$ cat config.mk
export PLATFORM = sky130hd
export DESIGN_NAME = inst_buffer
export DESIGN_NICKNAME = d
export VERILOG_FILES = /design/src/rtl/inst_buffer.sv
export SDC_FILE = /design/constraint.sdc
export NUM_CORES = 1
export LEC_CHECK = 0
export BUFFER_PORTS_ARGS = -buffer_cell sky130_fd_sc_hd__buf_2
export CORE_MARGIN = 2
export CORE_UTILIZATION = 64
export CTS_BUF_LIST = sky130_fd_sc_hd__clkbuf_16
export CTS_CLUSTER_SIZE = 30
export DETAILED_ROUTE_END_ITERATION = 10
export PLACE_DENSITY = 0.87
export SLEW_MARGIN = 0
export SYNTH_ARGS = -nofsm -noshare
export SYNTH_HDL_FRONTEND = slang
export SYNTH_SLANG_ARGS = --single-unit
export TNS_END_PERCENT = 1
$ cat constraint.sdc
create_clock -name clk -period 10.2 [get_ports clk]
set_input_delay 1.02 -clock clk [delete_from_list [all_inputs] [get_ports clk]]
set_output_delay 1.02 -clock clk [all_outputs]
set_load 0.02 [all_outputs]
$ cat src/rtl/inst_buffer.sv
// Instruction buffer: a circular FIFO of raw RV32/RVV words with a show-ahead
// decoder on the head entry and in-order issue gated by scoreboard vacancy.
module inst_buffer #(
  parameter int DEPTH = 8
) (
  input  logic        clk,
  input  logic        rst,
  input  logic        if_valid,
  input  logic [31:0] if_inst,
  output logic        if_ready,
  input  logic        ib_vacant_ALU,
  input  logic        ib_vacant_LS,
  output logic        ib_valid,
  output logic [6:0]  ib_opt,
  output logic [2:0]  ib_funct3,
  output logic [5:0]  ib_funct6,
  output logic [5:0]  ib_rs1,
  output logic [5:0]  ib_rs2,
  output logic [5:0]  ib_rd,
  output logic [31:0] ib_imm,
  output logic        illegal
);

  localparam int AW = (DEPTH > 1) ? $clog2(DEPTH) : 1;
  localparam logic [AW:0]   DEPTH_C = (AW + 1)'(DEPTH);
  localparam logic [AW-1:0] PTR_ONE = AW'(1);
  localparam logic [AW:0]   CNT_ONE = (AW + 1)'(1);

  localparam logic [6:0] OP_R  = 7'b0110011;
  localparam logic [6:0] OP_I  = 7'b0010011;
  localparam logic [6:0] OP_B  = 7'b1100011;
  localparam logic [6:0] OP_VA = 7'b1010111;
  localparam logic [6:0] OP_L  = 7'b0000011;
  localparam logic [6:0] OP_S  = 7'b0100011;
  localparam logic [6:0] OP_VL = 7'b0000111;
  localparam logic [6:0] OP_VS = 7'b0100111;

  logic [31:0]   mem_r [DEPTH];
  logic [AW-1:0] head_r;
  logic [AW-1:0] tail_r;
  logic [AW:0]   count_r;

  logic [31:0] head_inst_s;
  logic        not_empty_s;
  logic        is_alu_s;
  logic        is_ls_s;
  logic        issue_s;
  logic        drop_s;
  logic        push_s;
  logic        pop_s;

  assign not_empty_s = (count_r != {(AW + 1){1'b0}});
  assign if_ready    = (count_r < DEPTH_C);
  assign push_s      = if_valid && if_ready;

  // Head word, forced to zero when empty so the decoded fields never carry X
  always_comb begin
    head_inst_s = 32'd0;
    if (not_empty_s) begin
      head_inst_s = mem_r[head_r];
    end else begin
      head_inst_s = 32'd0;
    end
  end

  // Issue class of the head opcode
  always_comb begin
    is_alu_s = 1'b0;
    is_ls_s  = 1'b0;
    case (head_inst_s[6:0])
      OP_R, OP_I, OP_B, OP_VA:   is_alu_s = 1'b1;
      OP_L, OP_S, OP_VL, OP_VS:  is_ls_s  = 1'b1;
      default: begin
        is_alu_s = 1'b0;
        is_ls_s  = 1'b0;
      end
    endcase
  end

  assign issue_s  = not_empty_s && ((is_alu_s && ib_vacant_ALU) || (is_ls_s && ib_vacant_LS));
  assign drop_s   = not_empty_s && !is_alu_s && !is_ls_s;
  assign pop_s    = issue_s || drop_s;
  assign ib_valid = issue_s;
  assign illegal  = drop_s;

  assign ib_opt    = head_inst_s[6:0];
  assign ib_funct3 = head_inst_s[14:12];
  assign ib_funct6 = head_inst_s[31:26];

  // Operand/immediate decode; scalar indices use a 0 MSB so x0 reads as 0
  always_comb begin
    ib_rs1 = 6'd0;
    ib_rs2 = 6'd0;
    ib_rd  = 6'd0;
    ib_imm = 32'd0;
    case (head_inst_s[6:0])
      OP_R: begin
        ib_rs1 = {1'b0, head_inst_s[19:15]};
        ib_rs2 = {1'b0, head_inst_s[24:20]};
        ib_rd  = {1'b0, head_inst_s[11:7]};
      end
      OP_I, OP_L: begin
        ib_rs1 = {1'b0, head_inst_s[19:15]};
        ib_rd  = {1'b0, head_inst_s[11:7]};
        ib_imm = {{20{head_inst_s[31]}}, head_inst_s[31:20]};
      end
      OP_S: begin
        ib_rs1 = {1'b0, head_inst_s[19:15]};
        ib_rs2 = {1'b0, head_inst_s[24:20]};
        ib_imm = {{20{head_inst_s[31]}}, head_inst_s[31:25], head_inst_s[11:7]};
      end
      OP_B: begin
        ib_rs1 = {1'b0, head_inst_s[19:15]};
        ib_rs2 = {1'b0, head_inst_s[24:20]};
        ib_imm = {{20{head_inst_s[31]}}, head_inst_s[7], head_inst_s[30:25],
                  head_inst_s[11:8], 1'b0};
      end
      OP_VL: begin
        ib_rs1 = {1'b0, head_inst_s[19:15]};
        ib_rd  = {1'b1, head_inst_s[11:7]};
      end
      OP_VS: begin
        ib_rs1 = {1'b0, head_inst_s[19:15]};
        ib_rs2 = {1'b1, head_inst_s[11:7]};
      end
      OP_VA: begin
        ib_rd  = {1'b1, head_inst_s[11:7]};
        ib_rs2 = {1'b1, head_inst_s[24:20]};
        case (head_inst_s[14:12])
          3'b000:  ib_rs1 = {1'b1, head_inst_s[19:15]};
          3'b100:  ib_rs1 = {1'b0, head_inst_s[19:15]};
          3'b011:  ib_imm = {{27{head_inst_s[19]}}, head_inst_s[19:15]};
          default: begin
            ib_rs1 = 6'd0;
            ib_imm = 32'd0;
          end
        endcase
      end
      default: begin
        ib_rs1 = 6'd0;
        ib_rs2 = 6'd0;
        ib_rd  = 6'd0;
        ib_imm = 32'd0;
      end
    endcase
  end

  // Storage array; stale entries are ignored through count_r, so no reset needed
  always_ff @(posedge clk) begin
    if (push_s && !rst) begin
      mem_r[tail_r] <= if_inst;
    end
  end

  // Pointer and occupancy registers
  always_ff @(posedge clk) begin
    if (rst) begin
      head_r  <= {AW{1'b0}};
      tail_r  <= {AW{1'b0}};
      count_r <= {(AW + 1){1'b0}};
    end else begin
      if (push_s) begin
        tail_r <= tail_r + PTR_ONE;
      end
      if (pop_s) begin
        head_r <= head_r + PTR_ONE;
      end
      case ({push_s, pop_s})
        2'b10:   count_r <= count_r + CNT_ONE;
        2'b01:   count_r <= count_r - CNT_ONE;
        default: count_r <= count_r;
      endcase
    end
  end

endmodule

### Word level (Yosys, flattened, before mapping)

Memories as Yosys holds them, arrays and structs flattened. A register that Yosys moved wholly into a read port is not among the register bits.
Index checks and enable logic that the tools add are counted.

* bits in registers: 10
* bits in latches: 0
* bits in writable memories: 256
* memory bits (read-only): 0
* input bits: 37
* output and inout bits: 69
* word-level logic and storage cells: 57
* memories: 1

Memory list
* mem_r: depth 8, width 32, read ports 1, clocked after Yosys merged registers in 1, wr ports 1, line 38 `logic [31:0] mem_r [DEPTH];`

* add/subtract/negate cells: 4
* multiply operators: 0
* div/mod/pow operators: 0
* magnitude comparators: 1
* equality and inequality tests: 12
* shifts and indexed selects: 0
* multiplexer cells: 14
* bitwise gates (word level): 0
* reduce and logical (&&, ||, !) cells: 22

Operators with widths (count)
* $pmux 32 s4: 1
* $mux 32: 2
* $pmux 6 s2: 3
* $eq 7x6->1 const B: 3
* $pmux 6 s3: 1
* $eq 7x7->1 const B: 2
* $pmux 4 s2: 1
* $reduce_or 4->1: 2
* $eq 7x2->1 const B: 1
* $eq 7x3->1 const B: 1
* $eq 7x5->1 const B: 1
* $logic_and 1x1->1: 7
* $reduce_or 7->1: 1
* $add 3x1->3 const B: 2
* $mux 3: 2
* $reduce_or 3->1: 2
* $add 4x1->4 const B: 1
* $lt 4x4->1 const B: 1
* $mux 1: 4
* $reduce_bool 4->1: 1
* $reduce_or 2->1: 2
* $sub 4x1->4 const B: 1
* $eq 3x2->1 const B: 1
* $eq 3x3->1 const B: 1
* other kinds (6): 9

### Depth between registers and ports, before layout

Gate-level depths: netlist of the first run.

* depth after elaboration: 11
* gate-level depth with buffers: 17
* gate-level depth less buffers: 15

### Worst setup path before layout of the first run

Ideal clock, no wire load.

* path type: in2reg
* start point: in if_valid
* end point: mem mem_r[4][0] (enable)
* setup time: 0.513 ns
* data arrival time: 4.806 ns
* data required time: 9.687 ns
* slack: 4.882 ns
* cell stages on the path: 3
* buffers on the path: 0
* cell sequence: nor2b_1 > nand2b_1 > nor4b_1

* longest elaborated chain between the ends: 4

RTL lines
* start: declaration: line 8 `input logic if_valid,`
* $logic_and 1x1->1: line 54 `assign push_s = if_valid && if_ready;`
* $logic_and 1x1->1: line 150 `if (push_s && !rst) begin`
* $mux 1: line 150
* $mux 1 (not written as such): line 151 `mem_r[tail_r] <= if_inst;`
* end: declaration: line 38

Every way passes these cells.

==> results_dict.tcl, run 1 <==
set metrics [dict create \
    status "finished, final reports clean" \
    start_util_pct 65.3 \
    die_h_um 137 \
    worstPathArrival_ns 4.66 \
    slew-limit-headroom_pct 22.7 \
    path_buf_inv 2 \
    rows 48 \
    fin_worst_skew_ns 0.0146 \
    cts_buffer_depth 3 \
    routedWlPerCell_um 26.0 \
    ant_nets 0 \
    dr.pass1.iters 6 \
    grt_pass1_vias 6383 \
    worst_slack_ns 4.52 \
    netlist_instances 628 \
    max_freq_mhz 176 \
    maxCapViolations 0 \
    nFillCells 992 \
    rsz0062_at_grt "false" \
    gp_congestion 0.895 \
    slowest_delay_ns 1.10 \
    core_area_um2 17300 \
    areaGrowthSynthToFinish_pct 13.2 \
    layout_commonest_cell "edfxtp_1" \
    crit_family "simple AND/OR/NAND/NOR gates" \
    seq_area_frac_synth_pct 70.4 \
    path_clk_slew_ns 0.06 \
    finalCritPeriodShare_pct 55.7 \
    synth_mux_area_share_pct 15.1 \
    drt-vias-per-instance 6.45 \
    hold_violations 0 \
    post_synth_instance_area_um2 11300 \
    finalPower_mw 3.26 \
    yosys.area_share.simple_pct 6.06 \
    power.density_nw_per_um2 255 \
    vias 6259 \
    ctsHoldBuffers 0 \
    cts.root.buffer_cell "clkbuf_16" \
    slowest_stage "dfxtp_4" \
    drtIter0Drc 753 \
    required_ns 9.18 \
    path_class "reg -> out" \
    final_nets 768 \
    maxSlewViolCount 0 \
    io_buffers 105 \
    final_area_um2 12800 \
    die_area_um2 18700 \
    ys_seq_elements 269 \
    hp-class "reg -> reg" \
    syn-num-nets 671 \
    ioPinCount 106 \
    routed_wirelength_um 25300 \
    dpl.hpwl_um 14200 \
    crit_chain "mux4_1, mux2i_1, nor2b_1, nand2_1, nor4_4, nand2_1, o21ai_0, buf_4, buf_2" \
    final_cell_mix "edfxtp_1 (256), buf_2 (105), mux4_2 (52)" \
    drc_errors 0 \
    cts_tree "done" \
    syn-mean-instance-area_um2 18.0 \
    grt.total_usage_pct 27.9 \
    tightest_slew_ns 1.16 \
    cpMostUsedCell "nand2_1" \
    period_needed_ns 5.68 \
    drive_gt1_share_pct 32.9 \
    yosys.area.top_type_share_pct 68.1 \
    numClockSinks 269 \
    place_ws_ns 5.18 \
    synth_compound_gate_area_share_pct 3.92 \
    synth_xor_xnor_area_share_pct 0.388 \
    synth_area_leaders "edfxtp_1 (68%), mux4_2 (10%), dfxtp_1 (2.3%)" \
    grt_overflow 0 \
    cts_resized 0 \
    die_w_um 137 \
    whs_ns 0.505 \
    p_leak_nw 4.40 \
    grt_pass1_wl_um 37400 \
    synth_adder_area_share_pct 0.731 \
    endpoint_kind "primary output" \
    synth_top_family_by_area "multiplexers" \
    cts_setup_buffers 0 \
    critPathLaunchType "flop" \
    grt_max_degree 73 \
    final.setup.tns_ns 0 \
    htree_levels 1 \
    ys_warn_count 0 \
    setup-violations-final 0 \
    synth_top_cell_by_area "edfxtp_1" \
    cts_inserted_buffers 26 \
    cp_max_fo 72 \
    peakVddDrop_mv 0.249 \
    dpl_cell_area_um2 11900 \
    clk-insertion-delay-late_ns 0.55 \
    antenna_found_initial 2 \
    ys_types 59 \
]
-- kinds of logic (layout without fill, tap and decap cells) --
family / after synthesis / after routing
other: 0 / 2
AO/OA/AOI/OAI: 56 / 56
multiplexers: 95 / 95
buffers and inverters: 65 / 181
flip-flops: 269 / 269
AND/OR/NAND/NOR: 132 / 132
adder cells (fa/ha/maj): 6 / 6
XOR/XNOR: 5 / 5
-- metal layers --
metal / global-route usage (%) / routed length, µm
met1: 37.2 / 9360
met2: 46.6 / 12700
met3: 5.26 / 2310
met4: 10.4 / 917
met5: 0 / 0
-- Yosys cell counts (all sizes together) --
cell type	count
edfxtp	256
mux4	56
nand2	48
buf	40
mux2i	26
nor2	26
inv	16
nand2b	16
a21oi	14
dfxtp	13
mux2	13
nor2b	11
o21ai	10
clkbuf	9
a22oi	6
and2	5
ha	5
nor4	5
o22ai	5
nor3	4
o221ai	4
or3	4
a211oi	3
a21o	3
and3	3
nand3	3
nor4b	3
xor2	3
a2111oi	2
nand4	2
o32ai	2
xnor2	2
a221oi	1
a222oi	1
a2bb2oi	1
fa	1
nand3b	1
o211ai	1
o311ai	1
o31ai	1
o41ai	1
or4	1
-- flip-flops by register name, summed over array words and instances (netlist names), named ones only --
signal and flops:
mem_r 256, head_r 3, tail_r 3, count_r 4
-- where the power goes --
part           switching [mW]  internal [mW]
logic                   0.567          0.422
clock network           0.396          0.519
registers               0.103           1.25
total                    1.07           2.19
-- worst register-to-register path: cells and delay by family (launching register included) --
family,cells,cell delay (ns)
compound gates,4,1.00
xor+xnor,1,0.09
fa+ha+maj,2,0.53
buf+inv,1,0.08
flops,1,1.10
mux,2,0.84
simple gates,3,0.91
-- path summary, 6_finish.rpt --
path                           from                 endpoint  slack [ns]  cells past startpoint
max                            flop               ib_imm[16]        4.52                      9
min          tail_r[0]$_SDFFE_PP0P_   tail_r[0]$_SDFFE_PP0P_        0.50                      2
max reg2reg                    flop  count_r[3]$_SDFFE_PP0P_        5.57                     13
min reg2reg  tail_r[0]$_SDFFE_PP0P_   tail_r[0]$_SDFFE_PP0P_        0.50                      2
-- cell type report --
type,count,area (µm²),area share (%)
Antenna cell,2,5.00,0.0392
Clock buffer,26,651,5.09
Clock inverter,21,179,1.40
Inverter,16,60.1,0.470
Multi-Input combinational cell,294,3020,23.6
Sequential cell,269,7960,62.3
Tap cell,225,282,2.20
Timing Repair Buffer,118,623,4.88
-- metrics by stage --
stage,cells,util [%]
CTS,969,73.8
floorplan,628,-
global route,970,73.8
finish,971,73.9
detailed placement,922,69.0
global placement,922,69.0
Power figures use the tool's default switching activity.
==> inputs of run 2 (changes only) <==
CORE_UTILIZATION = 53   (was 64)
PLACE_DENSITY = 0.77   (was 0.87)
clock period = 5.1 ns   (was 10.2 ns; I/O delays follow)
==> run 2 against run 1 <==
  * Via count fell by 3.2%
  * Count of clock-buffer cells in the layout up 1
  * Total power grew 97%
  * Design area is 0.37% higher
  * Register-to-register slack got worse by 4.6 ns
  * Routed wire length decreased by 3.8%
  * Clock skew is 0.0030 ns higher
  * Non-clock buffer count grew 3
  * First-iteration DRC count decreased by 17%
  * Largest power group unchanged
==> results_dict.tcl, run 2 (same netlist as run 1, synthesis figures left out) <==
set metrics [dict create \
    vias 6061 \
    endpoint_kind "primary output" \
    grt_pass1_wl_um 35800 \
    grt_overflow 0 \
    slowest_stage "dfxtp_2" \
    p_leak_nw 4.41 \
    die_h_um 150 \
    grt_pass1_vias 6046 \
    period_needed_ns 4.77 \
    slowest_delay_ns 0.74 \
    die_area_um2 22500 \
    finalCritPeriodShare_pct 93.6 \
    grt_max_degree 43 \
    maxCapViolations 0 \
    rsz0062_at_grt "false" \
    ant_nets 0 \
    path_buf_inv 2 \
    p_int_mw 4.35 \
    setup-violations-final 0 \
    final_cell_mix "edfxtp_1 (256), buf_2 (105), mux4_2 (52)" \
    grt.total_usage_pct 21.8 \
    crit_chain "mux4_1, mux2i_1, nor2b_1, nand2_1, nor4_4, nand2_1, o21ai_0, buf_4, buf_2" \
    final.setup.tns_ns 0 \
    ctsHoldBuffers 0 \
    required_ns 4.59 \
    critPathLaunchType "flop" \
    layout_commonest_cell "edfxtp_1" \
    combPwrFrac_pct 31.8 \
    routedWlPerCell_um 23.7 \
    path_clk_slew_ns 0.06 \
    final_area_um2 12800 \
    dpl.hpwl_um 14800 \
    pwr-share-seq_pct 40.4 \
    final_cells 1024 \
    rows 53 \
    hp-class "in -> reg" \
    finalPower_mw 6.40 \
    tightest_slew_ns 0.708 \
    reg_top3 "mem_r x256, count_r x4" \
    drt-vias-per-instance 5.92 \
    top_register "mem_r" \
    ioPinCount 106 \
    hold_violations 0 \
    cts_resized 0 \
    drc_errors 0 \
    max_freq_mhz 210 \
    areaGrowthSynthToFinish_pct 13.6 \
    clkPwrFrac_pct 27.8 \
    power.switching_mw 2.05 \
    place_inst 975 \
    drtIter0Drc 628 \
    cpMostUsedCell "nand2_1" \
    start_util_pct 53.9 \
    cp_max_fo 26 \
    antenna_found_initial 5 \
    p_sw_share_pct 32.0 \
    routed_wirelength_um 24300 \
    cts_setup_buffers 0 \
    path_class "reg -> out" \
    die_w_um 150 \
    cts.root.buffer_cell "clkbuf_16" \
    core_area_um2 21000 \
    gp_congestion 0.829 \
    clk-insertion-delay-late_ns 0.53 \
    htree_levels 1 \
    cts_tree "done" \
    status "finished, final reports clean" \
    io_buffers 105 \
    cts_buffer_depth 3 \
    largest_reg_flops 256 \
    slew-limit-headroom_pct 52.4 \
    maxSlewViolCount 0 \
    power.density_nw_per_um2 499 \
    dpl_cell_area_um2 12000 \
    cts_inserted_buffers 27 \
    final_nets 772 \
    numClockSinks 269 \
    crit_family "simple AND/OR/NAND/NOR gates" \
    fin_worst_skew_ns 0.0176 \
    peakVddDrop_mv 0.336 \
    dr.pass1.iters 5 \
    worstPathArrival_ns 4.26 \
    drive_gt1_share_pct 32.8 \
]
run 2: cell count changes in the layout (fill, tap and decap cells not counted), sizes merged:
cell,previous run,this run
inv,18,23
clkinv,16,11
diode,2,3
clkbuf,26,27
clkinvlp,1,0
buf,118,121
bufinv,2,1
run 2: area by class of cell:
type,count,area [µm²]
diodes,3,7.51
repair buffers,121,646
well taps,275,344
flip-flops and latches,269,7960
clock inverters,19,114
clock buffers,27,676
inverters,16,60.1
multi-input cells,294,3020
fillers,1524,8130
run 2: worst paths after layout:
kind / from / depth (start not counted) / end / slack (ns)
min reg2reg: tail_r[0]$_SDFFE_PP0P_ / 2 / tail_r[0]$_SDFFE_PP0P_ / 0.50
max: flop / 9 / ib_imm[17] / 0.33
min: if_inst[26] / 1 / mem_r[3][26]$_DFFE_PP_ / 0.25
max reg2reg: flop / 14 / count_r[3]$_SDFFE_PP0P_ / 0.99
run 2: through the flow:
stage | hold slack [ns] | setup WS, ns | util, %
floorplan | 0.462 | 0.292 | -
global placement | 0.476 | 1.06 | 57.4
CTS | 0.231 | 0.339 | 61.2
global route | 0.244 | 0.0675 | 61.2
finish | 0.249 | 0.328 | 61.2
detailed placement | 0.494 | 0.917 | 57.4
run 2: routing by layer:
metal / GRT usage [%] / vias up / share of wire, %
met4: 7.08 / 4 / 3.0
li1: - / 2679 / -
met2: 34.8 / 288 / 48
met5: 0 / - / 0.086
met3: 4.54 / 57 / 8.2
met1: 30.5 / 3033 / 41
run 2: power groups by stage:
stage | Sequential [mW] | Combinational, mW | Clock [mW]
2_1_floorplan | 2.57 | 1.62 | 0
3_3_place_gp | 2.63 | 1.98 | 0
3_5_place_dp | 2.63 | 2.03 | 0
4_1_cts | 2.59 | 2.05 | 1.80
5_1_grt | 2.59 | 2.20 | 1.88
6_report | 2.59 | 2.04 | 1.78
==> inputs of run 3 (changes only) <==
ABC_AREA = 1   (was default)
==> run 3 against run 2 <==
  * Clock skew fell by 0.0011 ns
  * Non-clock buffer count increased by 2
  * Count of clock-buffer cells in the layout is the same
==> results_dict.tcl, run 3 <==
set metrics [dict create \
    hp-class "in -> reg" \
    final_cell_mix "edfxtp_1 (256), nor2_1 (172), nand2_1 (139)" \
    combPwrFrac_pct 35.8 \
    fin_worst_skew_ns 0.0165 \
    peakVddDrop_mv 0.373 \
    synth_edf_count 256 \
    maxCapViolations 0 \
    status "finished, final reports clean" \
    hold_violations 0 \
    final.setup.tns_ns 0 \
    drtIter0Drc 728 \
    critPathLaunchType "flop" \
    pwr-share-seq_pct 37.0 \
    yosysMostFrequentCell "edfxtp_1" \
    register_area_um2 7950 \
    clkPwrFrac_pct 27.2 \
    slew-limit-headroom_pct 17.8 \
    ys_warn_count 0 \
    routedWlPerCell_um 19.0 \
    yosys.area.top_type_share_pct 66.9 \
    die_w_um 151 \
    path_class "reg -> out" \
    ctsHoldBuffers 0 \
    grt.total_usage_pct 23.1 \
    slowest_stage "nand4_2" \
    met3_length_um 1990 \
    grt_overflow 0 \
    cts_setup_buffers 0 \
    max_freq_mhz 243 \
    slowest_delay_ns 0.64 \
    netlist_instances 1015 \
    seq_area_frac_synth_pct 69.2 \
    cp_max_fo 26 \
    drc_errors 0 \
    cts.root.buffer_cell "clkbuf_16" \
    cts_buffer_depth 3 \
    power.density_nw_per_um2 529 \
    top_register "mem_r" \
    die_area_um2 22900 \
    multiInputGateArea_um2 2930 \
    finalCritPeriodShare_pct 80.6 \
    post_synth_instance_area_um2 11500 \
    nFillCells 1551 \
    syn-mean-instance-area_um2 11.3 \
    synth_area_leaders "edfxtp_1 (67%), nor2_1 (5.8%), o21ai_0 (5.4%)" \
    path_clk_slew_ns 0.06 \
    antenna_found_initial 2 \
    setup-violations-final 0 \
    min_path_cells 2 \
    p_int_mw 4.33 \
    synth_common_cells "edfxtp_1 (256), nor2_1 (177), nand2_1 (139)" \
    routed.top_layer "met4" \
    clk-insertion-delay-late_ns 0.52 \
    start_util_pct 54.3 \
    required_ns 4.59 \
    grt_pass1_vias 7567 \
    cpMostUsedCell "nand2_1" \
    period_needed_ns 4.11 \
    wl_met2_um 13300 \
    p_sw_share_pct 37.4 \
    maxSlewViolCount 0 \
    endpoint_kind "primary output" \
    largest_reg_flops 256 \
    tightest_slew_ns 1.23 \
    vias 7930 \
    areaGrowthSynthToFinish_pct 13.6 \
    async_flop_share_pct 0 \
    cts_tree "done" \
    reg_top3 "mem_r x256, count_r x4" \
    crit_chain "inv_1, nand4_2, nand3_1, nand2_1, inv_2, nand2_2, nor3_2, buf_4, o21ai_0, nand2_1, buf_2" \
    dpl.hpwl_um 15500 \
    dr.pass1.iters 7 \
    ys_seq_elements 269 \
    power.switching_mw 2.59 \
    gp_congestion 0.923 \
    die_h_um 151 \
    cts_inserted_buffers 26 \
    synth_flop_cell "edfxtp_1" \
    rsz0062_at_grt "false" \
    final_nets 1140 \
    drive_gt1_share_pct 18.2 \
    cts_resized 0 \
    routed_wirelength_um 26600 \
    worstPathArrival_ns 3.60 \
    layout_commonest_cell "edfxtp_1" \
    synth_top_cell_by_area "edfxtp_1" \
    p_leak_nw 5.01 \
    grt_pass1_wl_um 39900 \
    rows 53 \
    grt_max_degree 130 \
    htree_levels 1 \
    drt-vias-per-instance 5.69 \
    syn-num-nets 1058 \
    ys_types 34 \
    numClockSinks 269 \
    reg2regPathDepth 18 \
    post-route-util_pct 61.7 \
    core_area_um2 21200 \
    ioPinCount 106 \
    wl_met1_um 10300 \
    io_buffers 105 \
    ant_nets 0 \
]
run 3: logic make-up after synthesis:
| logic type | after synthesis | synth area share [%] |
|---|---|---|
| AO/OA/AOI/OAI | 205 | 10.0 |
| XOR/XNOR | 2 | 0.152 |
| flip-flops | 269 | 69.2 |
| adder cells (fa/ha/maj) | 6 | 0.719 |
| buffers and inverters | 148 | 5.81 |
| AND/OR/NAND/NOR | 385 | 14.2 |
run 3: layer usage:
| metal | up-vias | global-route usage (%) |
|---|---|---|
| met3 | 52 | 3.19 |
| met5 | - | 0 |
| li1 | 3709 | - |
| met4 | 0 | 10.8 |
| met1 | 3792 | 29.2 |
| met2 | 377 | 39.6 |
run 3: final cells by class:
| cell class | count | share of cell area [%] |
|---|---|---|
| clock buffer | 27 | 5.18 |
| antenna | 2 | 0.0383 |
| tap | 275 | 2.64 |
| inverter | 79 | 2.28 |
| timing repair buffer | 123 | 5.16 |
| multi-input combinational | 598 | 22.5 |
| clock inverter | 21 | 1.33 |
| sequential | 269 | 60.9 |
run 3: power by group through the flow:
stage               registers (mW)  clock network (mW)  logic [mW]
floorplan                     2.59                   0        1.77
global placement              2.60                   0        2.40
detailed placement            2.60                   0        2.45
CTS                           2.55                1.89        2.46
global route                  2.56                1.97        2.72
finish                        2.55                1.88        2.48
run 3: path summary, 6_finish.rpt:
| check | startpoint | slack [ns] | end |
|---|---|---|---|
| min reg2reg | count_r[3]$_SDFFE_PP0P_ | 0.50 | count_r[3]$_SDFFE_PP0P_ |
| min | rst | 0.25 | count_r[1]$_SDFFE_PP0P_ |
| max | count_r[1]$_SDFFE_PP0P_ | 0.99 | ib_imm[13] |
| max reg2reg | count_r[1]$_SDFFE_PP0P_ | 1.29 | count_r[3]$_SDFFE_PP0P_ |
run 3: worst max-delay path, delay by kind of cell (launching register included):
family | cells | cell delay (ns)
compound gates | 1 | 0.09
buf+inv | 4 | 0.69
flops | 1 | 0.33
simple gates | 6 | 1.96
run 3: through the flow:
step / instance area [µm²] / total power [mW] / setup WS [ns] / hold WS (ns) / std cells
detailed placement: 12200 / 5.05 / 1.36 / 0.488 / 1344
global placement: 12200 / 5.00 / 1.42 / 0.480 / 1344
finish: 13100 / 6.91 / 0.987 / 0.245 / 1394
floorplan: 11500 / 4.35 / 0.781 / 0.486 / 1015
global route: 13000 / 7.25 / 0.647 / 0.252 / 1392
CTS: 13000 / 6.90 / 0.979 / 0.231 / 1392
